**config.mk**
```make
export PLATFORM = sky130hd
export DESIGN_NAME = lcd_rgb_driver_flat
export DESIGN_NICKNAME = d
export VERILOG_FILES = /design/src/rtl/lcd_timing_pkg.sv /design/src/rtl/lcd_rgb_driver_if.sv /design/src/rtl/lcd_hv_counter.sv /design/src/rtl/lcd_rgb_driver.sv /design/src/flat_wrapper.sv
export SDC_FILE = /design/constraint.sdc
export NUM_CORES = 1
export LEC_CHECK = 0
export CORE_UTILIZATION = 45
export DETAILED_ROUTE_END_ITERATION = 7
export PLACE_DENSITY = 0.68
export SYNTH_ARGS = -nofsm -noshare
export SYNTH_HDL_FRONTEND = slang
export SYNTH_SLANG_ARGS = --single-unit
```
**constraint.sdc**
```tcl
create_clock -name clk -period 5.92 [get_ports clk]
set_clock_uncertainty 0.1 [all_clocks]
set_input_delay 1.184 -clock clk [delete_from_list [all_inputs] [get_ports clk]]
set_output_delay 1.184 -clock clk [all_outputs]
set_load 0.05 [all_outputs]
```
**src/rtl/lcd_timing_pkg.sv**
```systemverilog
// Shared types for the RGB565 LCD driver: panel timing record, FSM states and the
// panel-ID to timing lookup.
package lcd_timing_pkg;

   localparam int unsigned CntW = 11;

   typedef logic [CntW-1:0] cnt_t;

   typedef struct packed {
      cnt_t hs;
      cnt_t hb;
      cnt_t hd;
      cnt_t hf;
      cnt_t vs;
      cnt_t vb;
      cnt_t vd;
      cnt_t vf;
   } timing_t;

   typedef enum logic [1:0] {
      StWait,
      StLatch,
      StRun
   } state_e;

   localparam logic [2:0] ID_4342 = 3'b000;
   localparam logic [2:0] ID_7084 = 3'b001;
   localparam logic [2:0] ID_7016 = 3'b010;
   localparam logic [2:0] ID_4384 = 3'b100;
   localparam logic [2:0] ID_1018 = 3'b101;

   localparam timing_t Timing4342 = '{hs: 11'd41,  hb: 11'd2,   hd: 11'd480,  hf: 11'd2,
                                      vs: 11'd10,  vb: 11'd2,   vd: 11'd272,  vf: 11'd2};
   localparam timing_t Timing7084 = '{hs: 11'd128, hb: 11'd88,  hd: 11'd800,  hf: 11'd40,
                                      vs: 11'd2,   vb: 11'd33,  vd: 11'd480,  vf: 11'd10};
   localparam timing_t Timing7016 = '{hs: 11'd20,  hb: 11'd140, hd: 11'd1024, hf: 11'd160,
                                      vs: 11'd3,   vb: 11'd20,  vd: 11'd600,  vf: 11'd12};
   localparam timing_t Timing1018 = '{hs: 11'd10,  hb: 11'd80,  hd: 11'd1280, hf: 11'd70,
                                      vs: 11'd3,   vb: 11'd10,  vd: 11'd800,  vf: 11'd10};

   function automatic logic id_known(logic [2:0] id);
      case (id)
         ID_4342, ID_7084, ID_7016, ID_4384, ID_1018: return 1'b1;
         default:                                     return 1'b0;
      endcase
   endfunction

   function automatic timing_t table_entry(logic [2:0] id);
      case (id)
         ID_7084, ID_4384: return Timing7084;
         ID_7016:          return Timing7016;
         ID_1018:          return Timing1018;
         default:          return Timing4342;
      endcase
   endfunction

   // An unlisted default_id itself falls back to the 4.3" 480x272 entry.
   function automatic timing_t id_to_timing(logic [2:0] id, logic [2:0] default_id);
      return id_known(id) ? table_entry(id) : table_entry(default_id);
   endfunction

endpackage

```
**src/rtl/lcd_rgb_driver_if.sv**
```systemverilog
// Pixel-requester and LCD-pin signals of the RGB565 driver; master is the driver side.
interface lcd_rgb_driver_if;

   logic [15:0] pixel_data;
   logic        data_req;
   logic [10:0] pixel_xpos;
   logic [10:0] pixel_ypos;
   logic [10:0] h_disp;
   logic [10:0] v_disp;
   logic        frame_start;
   logic        lcd_hs;
   logic        lcd_vs;
   logic        lcd_de;
   logic [15:0] lcd_rgb;
   logic        lcd_oe;
   logic        lcd_bl;

   modport master (
      input  pixel_data,
      output data_req,
      output pixel_xpos,
      output pixel_ypos,
      output h_disp,
      output v_disp,
      output frame_start,
      output lcd_hs,
      output lcd_vs,
      output lcd_de,
      output lcd_rgb,
      output lcd_oe,
      output lcd_bl
   );

   modport slave (
      output pixel_data,
      input  data_req,
      input  pixel_xpos,
      input  pixel_ypos,
      input  h_disp,
      input  v_disp,
      input  frame_start,
      input  lcd_hs,
      input  lcd_vs,
      input  lcd_de,
      input  lcd_rgb,
      input  lcd_oe,
      input  lcd_bl
   );

endinterface

```
**src/rtl/lcd_hv_counter.sv**
```systemverilog
// Horizontal/vertical position counters with sync and active-window decodes for the
// currently loaded panel timing. Counters sit at 0 while en is low.
module lcd_hv_counter
   import lcd_timing_pkg::*;
(
   input  logic    clk,
   input  logic    rst,
   input  logic    en,
   input  timing_t timing,
   output logic    hsync_act,
   output logic    vsync_act,
   output logic    active,
   output logic    origin,
   output cnt_t    xpos,
   output cnt_t    ypos
);

   cnt_t h_cnt_q, v_cnt_q;
   cnt_t h_total, v_total;
   cnt_t h_start, h_end, v_start, v_end;
   logic h_last, v_last;

   always_comb begin
      h_total = timing.hs + timing.hb + timing.hd + timing.hf;
      v_total = timing.vs + timing.vb + timing.vd + timing.vf;
      // Requests lead lcd_de by one cycle, hence the window opens one column early.
      h_start = timing.hs + timing.hb - 11'd1;
      h_end   = h_start + timing.hd;
      v_start = timing.vs + timing.vb;
      v_end   = v_start + timing.vd;
      h_last  = (h_cnt_q >= h_total - 11'd1);
      v_last  = (v_cnt_q >= v_total - 11'd1);
   end

   always_ff @(posedge clk) begin
      if (rst || !en) begin
         h_cnt_q <= '0;
         v_cnt_q <= '0;
      end else if (h_last) begin
         h_cnt_q <= '0;
         v_cnt_q <= v_last ? '0 : v_cnt_q + 11'd1;
      end else begin
         h_cnt_q <= h_cnt_q + 11'd1;
      end
   end

   always_comb begin
      hsync_act = (h_cnt_q < timing.hs);
      vsync_act = (v_cnt_q < timing.vs);
      active    = (h_cnt_q >= h_start) && (h_cnt_q < h_end) &&
                  (v_cnt_q >= v_start) && (v_cnt_q < v_end);
      origin    = (h_cnt_q == '0) && (v_cnt_q == '0);
      xpos      = h_cnt_q - h_start;
      ypos      = v_cnt_q - v_start;
   end

endmodule

```
**src/rtl/lcd_rgb_driver.sv**
```systemverilog
// RGB565 LCD panel driver: holds the bus released while the panel ID straps settle,
// latches the ID once, then generates sync/DE timing and registered pixel output.
module lcd_rgb_driver
   import lcd_timing_pkg::*;
#(
   parameter int unsigned ID_WAIT    = 8,
   parameter logic [2:0]  DEFAULT_ID = 3'b000
) (
   input  logic             clk,
   input  logic             rst,
   input  logic [2:0]       panel_id,
   lcd_rgb_driver_if.master bus
);

   localparam int unsigned WaitW = $clog2(ID_WAIT);
   localparam logic [WaitW-1:0] WaitLast = WaitW'(ID_WAIT - 1);

   state_e           state_q;
   logic [WaitW-1:0] wait_q;
   timing_t          timing_q;
   logic             oe_q, bl_q;

   logic        run;
   logic        hsync_act, vsync_act, active, origin;
   cnt_t        xpos, ypos;
   logic        data_req;
   logic        de_q, hs_q, vs_q, fs_q;
   logic [15:0] rgb_q;

   // Timing is loaded exactly once; RUN has no exit short of reset.
   always_ff @(posedge clk) begin
      if (rst) begin
         state_q  <= StWait;
         wait_q   <= '0;
         timing_q <= id_to_timing(DEFAULT_ID, DEFAULT_ID);
         oe_q     <= 1'b0;
         bl_q     <= 1'b0;
      end else begin
         case (state_q)
            StWait: begin
               if (wait_q == WaitLast) begin
                  state_q <= StLatch;
               end else begin
                  wait_q <= wait_q + WaitW'(1);
               end
            end
            StLatch: begin
               timing_q <= id_to_timing(panel_id, DEFAULT_ID);
               state_q  <= StRun;
               oe_q     <= 1'b1;
               bl_q     <= 1'b1;
            end
            StRun: begin
               state_q <= StRun;
            end
            default: begin
               state_q <= StWait;
            end
         endcase
      end
   end

   assign run = (state_q == StRun);

   lcd_hv_counter u_hv_counter (
      .clk       (clk),
      .rst       (rst),
      .en        (run),
      .timing    (timing_q),
      .hsync_act (hsync_act),
      .vsync_act (vsync_act),
      .active    (active),
      .origin    (origin),
      .xpos      (xpos),
      .ypos      (ypos)
   );

   assign data_req = run && active;

   // Syncs stay deasserted until RUN so the panel sees an idle bus while released.
   always_ff @(posedge clk) begin
      if (rst) begin
         de_q  <= 1'b0;
         rgb_q <= '0;
         hs_q  <= 1'b1;
         vs_q  <= 1'b1;
         fs_q  <= 1'b0;
      end else begin
         de_q  <= data_req;
         rgb_q <= data_req ? bus.pixel_data : '0;
         hs_q  <= !(run && hsync_act);
         vs_q  <= !(run && vsync_act);
         fs_q  <= run && origin;
      end
   end

   assign bus.data_req    = data_req;
   assign bus.pixel_xpos  = data_req ? xpos : '0;
   assign bus.pixel_ypos  = data_req ? ypos : '0;
   assign bus.h_disp      = timing_q.hd;
   assign bus.v_disp      = timing_q.vd;
   assign bus.frame_start = fs_q;
   assign bus.lcd_hs      = hs_q;
   assign bus.lcd_vs      = vs_q;
   assign bus.lcd_de      = de_q;
   assign bus.lcd_rgb     = rgb_q;
   assign bus.lcd_oe      = oe_q;
   assign bus.lcd_bl      = bl_q;

endmodule

```
**src/flat_wrapper.sv**
```systemverilog
// flat-port wrapper written by rule: the top's interface ports become plain ports
module lcd_rgb_driver_flat import lcd_timing_pkg::*;
#(
   parameter int unsigned ID_WAIT    = 8,
   parameter logic [2:0]  DEFAULT_ID = 3'b000
)
  (clk, rst, panel_id, bus_pixel_data, bus_data_req, bus_pixel_xpos, bus_pixel_ypos, bus_h_disp, bus_v_disp, bus_frame_start, bus_lcd_hs, bus_lcd_vs, bus_lcd_de, bus_lcd_rgb, bus_lcd_oe, bus_lcd_bl);
  lcd_rgb_driver_if bus_i ();
  input  logic clk;
  input  logic rst;
  input  logic [2:0] panel_id;
  input wire logic [$bits(bus_i.pixel_data)-1:0] bus_pixel_data;
  output wire logic [$bits(bus_i.data_req)-1:0] bus_data_req;
  output wire logic [$bits(bus_i.pixel_xpos)-1:0] bus_pixel_xpos;
  output wire logic [$bits(bus_i.pixel_ypos)-1:0] bus_pixel_ypos;
  output wire logic [$bits(bus_i.h_disp)-1:0] bus_h_disp;
  output wire logic [$bits(bus_i.v_disp)-1:0] bus_v_disp;
  output wire logic [$bits(bus_i.frame_start)-1:0] bus_frame_start;
  output wire logic [$bits(bus_i.lcd_hs)-1:0] bus_lcd_hs;
  output wire logic [$bits(bus_i.lcd_vs)-1:0] bus_lcd_vs;
  output wire logic [$bits(bus_i.lcd_de)-1:0] bus_lcd_de;
  output wire logic [$bits(bus_i.lcd_rgb)-1:0] bus_lcd_rgb;
  output wire logic [$bits(bus_i.lcd_oe)-1:0] bus_lcd_oe;
  output wire logic [$bits(bus_i.lcd_bl)-1:0] bus_lcd_bl;
  assign bus_i.pixel_data = bus_pixel_data;
  assign bus_data_req = bus_i.data_req;
  assign bus_pixel_xpos = bus_i.pixel_xpos;
  assign bus_pixel_ypos = bus_i.pixel_ypos;
  assign bus_h_disp = bus_i.h_disp;
  assign bus_v_disp = bus_i.v_disp;
  assign bus_frame_start = bus_i.frame_start;
  assign bus_lcd_hs = bus_i.lcd_hs;
  assign bus_lcd_vs = bus_i.lcd_vs;
  assign bus_lcd_de = bus_i.lcd_de;
  assign bus_lcd_rgb = bus_i.lcd_rgb;
  assign bus_lcd_oe = bus_i.lcd_oe;
  assign bus_lcd_bl = bus_i.lcd_bl;
  lcd_rgb_driver #(.ID_WAIT(ID_WAIT), .DEFAULT_ID(DEFAULT_ID)) u_core (.clk(clk), .rst(rst), .panel_id(panel_id), .bus(bus_i));
endmodule
```
==> results.yml <==
place:
  pre_cts_ws_ns: -0.09656
  place_hpwl_um: 13130
  post_dp_cell_area_um2: 7264
  place.port_buffers: 78
  gp_congestion: 0.9468
power_and_ir_drop:
  peakVddDrop_v: 0.0001125
  power_w: 0.001060
  p_leak_nw: 3.606
  pwr_density_cell_nw_per_um2: 131.9
global_route:
  grt_max_degree: 36
  antenna_found_initial: 0
  grtUsageMet1: 0.2938
  grt_pass1_vias: 5639
  busiest_layer: "met2"
  met2_usage: 0.4217
  grtUsageMet3: 0.03632
  track_usage: 0.2408
  grt_pass1_wl_um: 27430
  grt_overflow_total: 0
run_status:
  outcome: "finished, violations left"
  violations: "negative setup slack"
clocking:
  clkSinkCount: 60
  holdBufCountCts: 0
  cts_buffers: 9
  cts_tree: "yes"
  clk_path_buf_depth: 2
  root_buffer: "clkbuf_16"
  htreeDepth: 3
  clock_latency_ns: 0.34
  clkTransAtPathRegs_ns: 0.06
sta:
  setup_violations: 12
  max_slew_margin: 0.5578
  post-route-min-period_ns: 6.005
  fmax_ghz: 0.1665
  setup_ws_ns: -0.08536
  fin_crit_sh: 1.014
  rsz0062_at_grt: "yes"
  tightest_slew_ns: 0.6612
  slew_viol_final: 0
  hold_viol: 0
synthesis:
  yosys_warnings: 0
  synth-async-reset-ratio: 0
  netlist_area_um2: 6307
  synth_edf_count: 0
  synth.distinct_cells: 61
  avgSynthCellArea_um2: 8.523
  synth_seq_cells: 60
  synth_top_flop_cell: "dfxtp_1"
  synth_cells: 740
  seq_area_frac_synth: 0.1904
die:
  start_util: 0.4688
  die-area_um2: 14490
  row_count: 42
  coreArea_um2: 13450
  die_w_um: 120.4
  die_y_um: 120.4
  ios: 88
routing:
  route.antenna.remaining_nets: 0
  via_per_inst: 5.494
  drt_iter0_drc: 281
  vias: 5527
  wl_per_cell_um: 16.93
  drc: 0
  wl_um: 17030
  dr.pass1.iters: 4
final_layout:
  final_cell_area_um2: 8039
  diodes: 0
  nets: 974
  area_growth_pct: 27.45
  fin_util: 0.5976
  drive_gt1_frac: 0.1807
critical_path:
  cp_data_required_time_ns: 4.64
  crit_fanout: 7
  endpoint_kind: "primary output"
  arrival_ns: 4.72
  crit_path_start_kind: "flip-flop"
  critical_path_class: "reg2out"
job:
  max-cap-violations: 0
min_path:
  hold_path_class: "reg2reg"
==> layout by cell type, fill, tap and decap left out, types with 4 or more instances in the layout <==
cell type	n
buf_4	24
a31oi_1	5
a21oi_2	5
dfxtp_1	57
clkbuf_16	9
ha_1	113
conb_1	9
nor2_4	6
nor2_2	10
nand2b_1	13
and3_1	9
fa_1	10
xor2_1	29
nor2_1	41
xnor2_2	5
nand4_1	6
buf_12	7
or3_1	4
nand3_1	25
nor2b_1	13
xnor2_1	30
o21a_1	10
inv_1	74
buf_6	19
or2_2	4
clkdlybuf4s50_1	55
nand3b_1	5
and2_1	4
nor3_4	5
a21oi_1	48
a21o_1	20
and4_1	4
nor3_1	13
o21ai_0	23
nor3b_2	16
mux2i_1	10
nand2_1	17
o211ai_1	4
==> stage by stage <==
stage	TNS, ns	hold WS, ns	cells
after floorplan	-2.641	0.3453	748
after global placement	0	0.3617	978
after detailed placement	-0.2852	0.3664	978
after CTS	-0.1143	0.3833	1005
after global routing	-4.846	0.3982	1006
final	-0.6506	0.3836	1006
==> area by class of cell <==
class / count / area (µm²)
fill: 1178 / 5414
multi-input combinational: 568 / 4851
sequential: 60 / 1212
inverter: 77 / 289.0
clock buffer: 9 / 225.2
tap: 176 / 220.2
timing repair buffer: 109 / 1157
clock inverter: 7 / 83.83
==> Yosys cell counts (2+ instances only) <==
| cell type | count | share of area |
|---|---|---|
| a2111oi_0 | 3 | 0.0042 |
| a211oi_1 | 2 | 0.0024 |
| a21boi_0 | 3 | 0.0036 |
| a21o_1 | 21 | 0.025 |
| a21oi_1 | 52 | 0.041 |
| a221oi_1 | 2 | 0.0028 |
| a22o_1 | 2 | 0.0028 |
| a31o_2 | 2 | 0.0028 |
| a31oi_1 | 5 | 0.0050 |
| and2_1 | 4 | 0.0040 |
| and3_1 | 9 | 0.0089 |
| and4_1 | 5 | 0.0069 |
| buf_2 | 3 | 0.0024 |
| buf_4 | 24 | 0.029 |
| buf_6 | 2 | 0.0036 |
| clkbuf_1 | 14 | 0.0083 |
| dfxtp_1 | 60 | 0.19 |
| fa_1 | 11 | 0.035 |
| ha_1 | 117 | 0.23 |
| inv_1 | 76 | 0.045 |
| mux2i_1 | 10 | 0.016 |
| nand2_1 | 18 | 0.011 |
| nand2b_1 | 13 | 0.013 |
| nand3_1 | 25 | 0.020 |
| nand3b_1 | 5 | 0.0060 |
| nand4_1 | 6 | 0.0060 |
| nand4b_1 | 2 | 0.0028 |
| nor2_1 | 57 | 0.034 |
| nor2b_1 | 14 | 0.014 |
| nor3_1 | 13 | 0.010 |
| nor3_2 | 4 | 0.0063 |
| nor3b_1 | 4 | 0.0048 |
| nor3b_2 | 17 | 0.034 |
| nor4_1 | 3 | 0.0030 |
| o211ai_1 | 4 | 0.0048 |
| o21a_1 | 10 | 0.012 |
| o21ai_0 | 23 | 0.018 |
| o21bai_1 | 2 | 0.0024 |
| o31ai_1 | 2 | 0.0024 |
| or2_2 | 4 | 0.0040 |
| or3_1 | 4 | 0.0040 |
| xnor2_1 | 35 | 0.049 |
| xor2_1 | 30 | 0.042 |
==> worst max-delay path, cell delays in order (launching register included) <==
cell and delay [ns]:
dfxtp_4 0.36, fa_2 0.44, a21oi_2 0.18, nor2_2 0.08, xnor2_2 0.23, and4_4 0.28
xnor2_2 0.14, ha_1 0.30, a21oi_2 0.17, o21bai_1 0.08, a21oi_1 0.17, xor2_1 0.19
xnor2_1 0.15, ha_2 0.31, a22oi_2 0.13, o211ai_1 0.12, a311oi_2 0.29, o211ai_4 0.18
buf_8 0.19, nor3b_4 0.23, buf_12 0.16
==> power by group <==
group	total (W)	internal [W]	switching, W
sequential	0.000408	0.000405	0.00000222
combinational	0.000104	0.0000453	0.0000592
clock	0.000548	0.000333	0.000215
==> path summary, 6_finish.rpt <==
kind                        startpoint                        endpoint  slack (ns)  cells after the start
setup / recovery    u_core.timing_q[2]               bus_pixel_xpos[4]       -0.09                     20
hold / removal      u_core.timing_q[3]              u_core.timing_q[3]        0.38                      2
setup reg to reg  u_core.bus.v_disp[6]  u_core.u_hv_counter.v_cnt_q[4]        0.38                     22
hold reg to reg     u_core.timing_q[3]              u_core.timing_q[3]        0.38                      2
==> cells by family (layout without fill, tap and decap cells) <==
group | after synthesis | after routing | share of synthesized area
flops | 60 | 60 | 0.1904
buf+inv | 120 | 202 | 0.08867
simple gates | 211 | 211 | 0.1986
mux | 11 | 11 | 0.01766
compound gates | 143 | 143 | 0.1452
xor+xnor | 65 | 65 | 0.09026
fa+ha+maj | 129 | 129 | 0.2686
other cells | 1 | 9 | 0.0005945
==> flip-flops by register name (all words and copies together) (netlist names), 2 cells and up <==
signal / cells
u_core.bus.h_disp: 2
u_core.state_q: 2
u_core.bus.v_disp: 4
u_core.timing_q: 6
u_core.bus.lcd_rgb: 16
u_core.u_hv_counter.h_cnt_q: 11
u_core.u_hv_counter.v_cnt_q: 11
u_core.wait_q: 3
==> metal layers <==
metal / wire [µm] / part of all wire / up-vias
li1: - / - / 2721
met1: 7307 / 0.43 / 2614
met2: 8465 / 0.50 / 152
met3: 738 / 0.043 / 40
met4: 518 / 0.030 / 0
met5: 0 / 0 / -
==> repair_timing <==
action	in CTS	in global routing
endpoints found under the setup margin	23	23
resized for setup	39	47
cloned	1	0
setup buffers	10	1
pin swaps	27	16
Note: power is estimated with default switching activity, not from simulation.
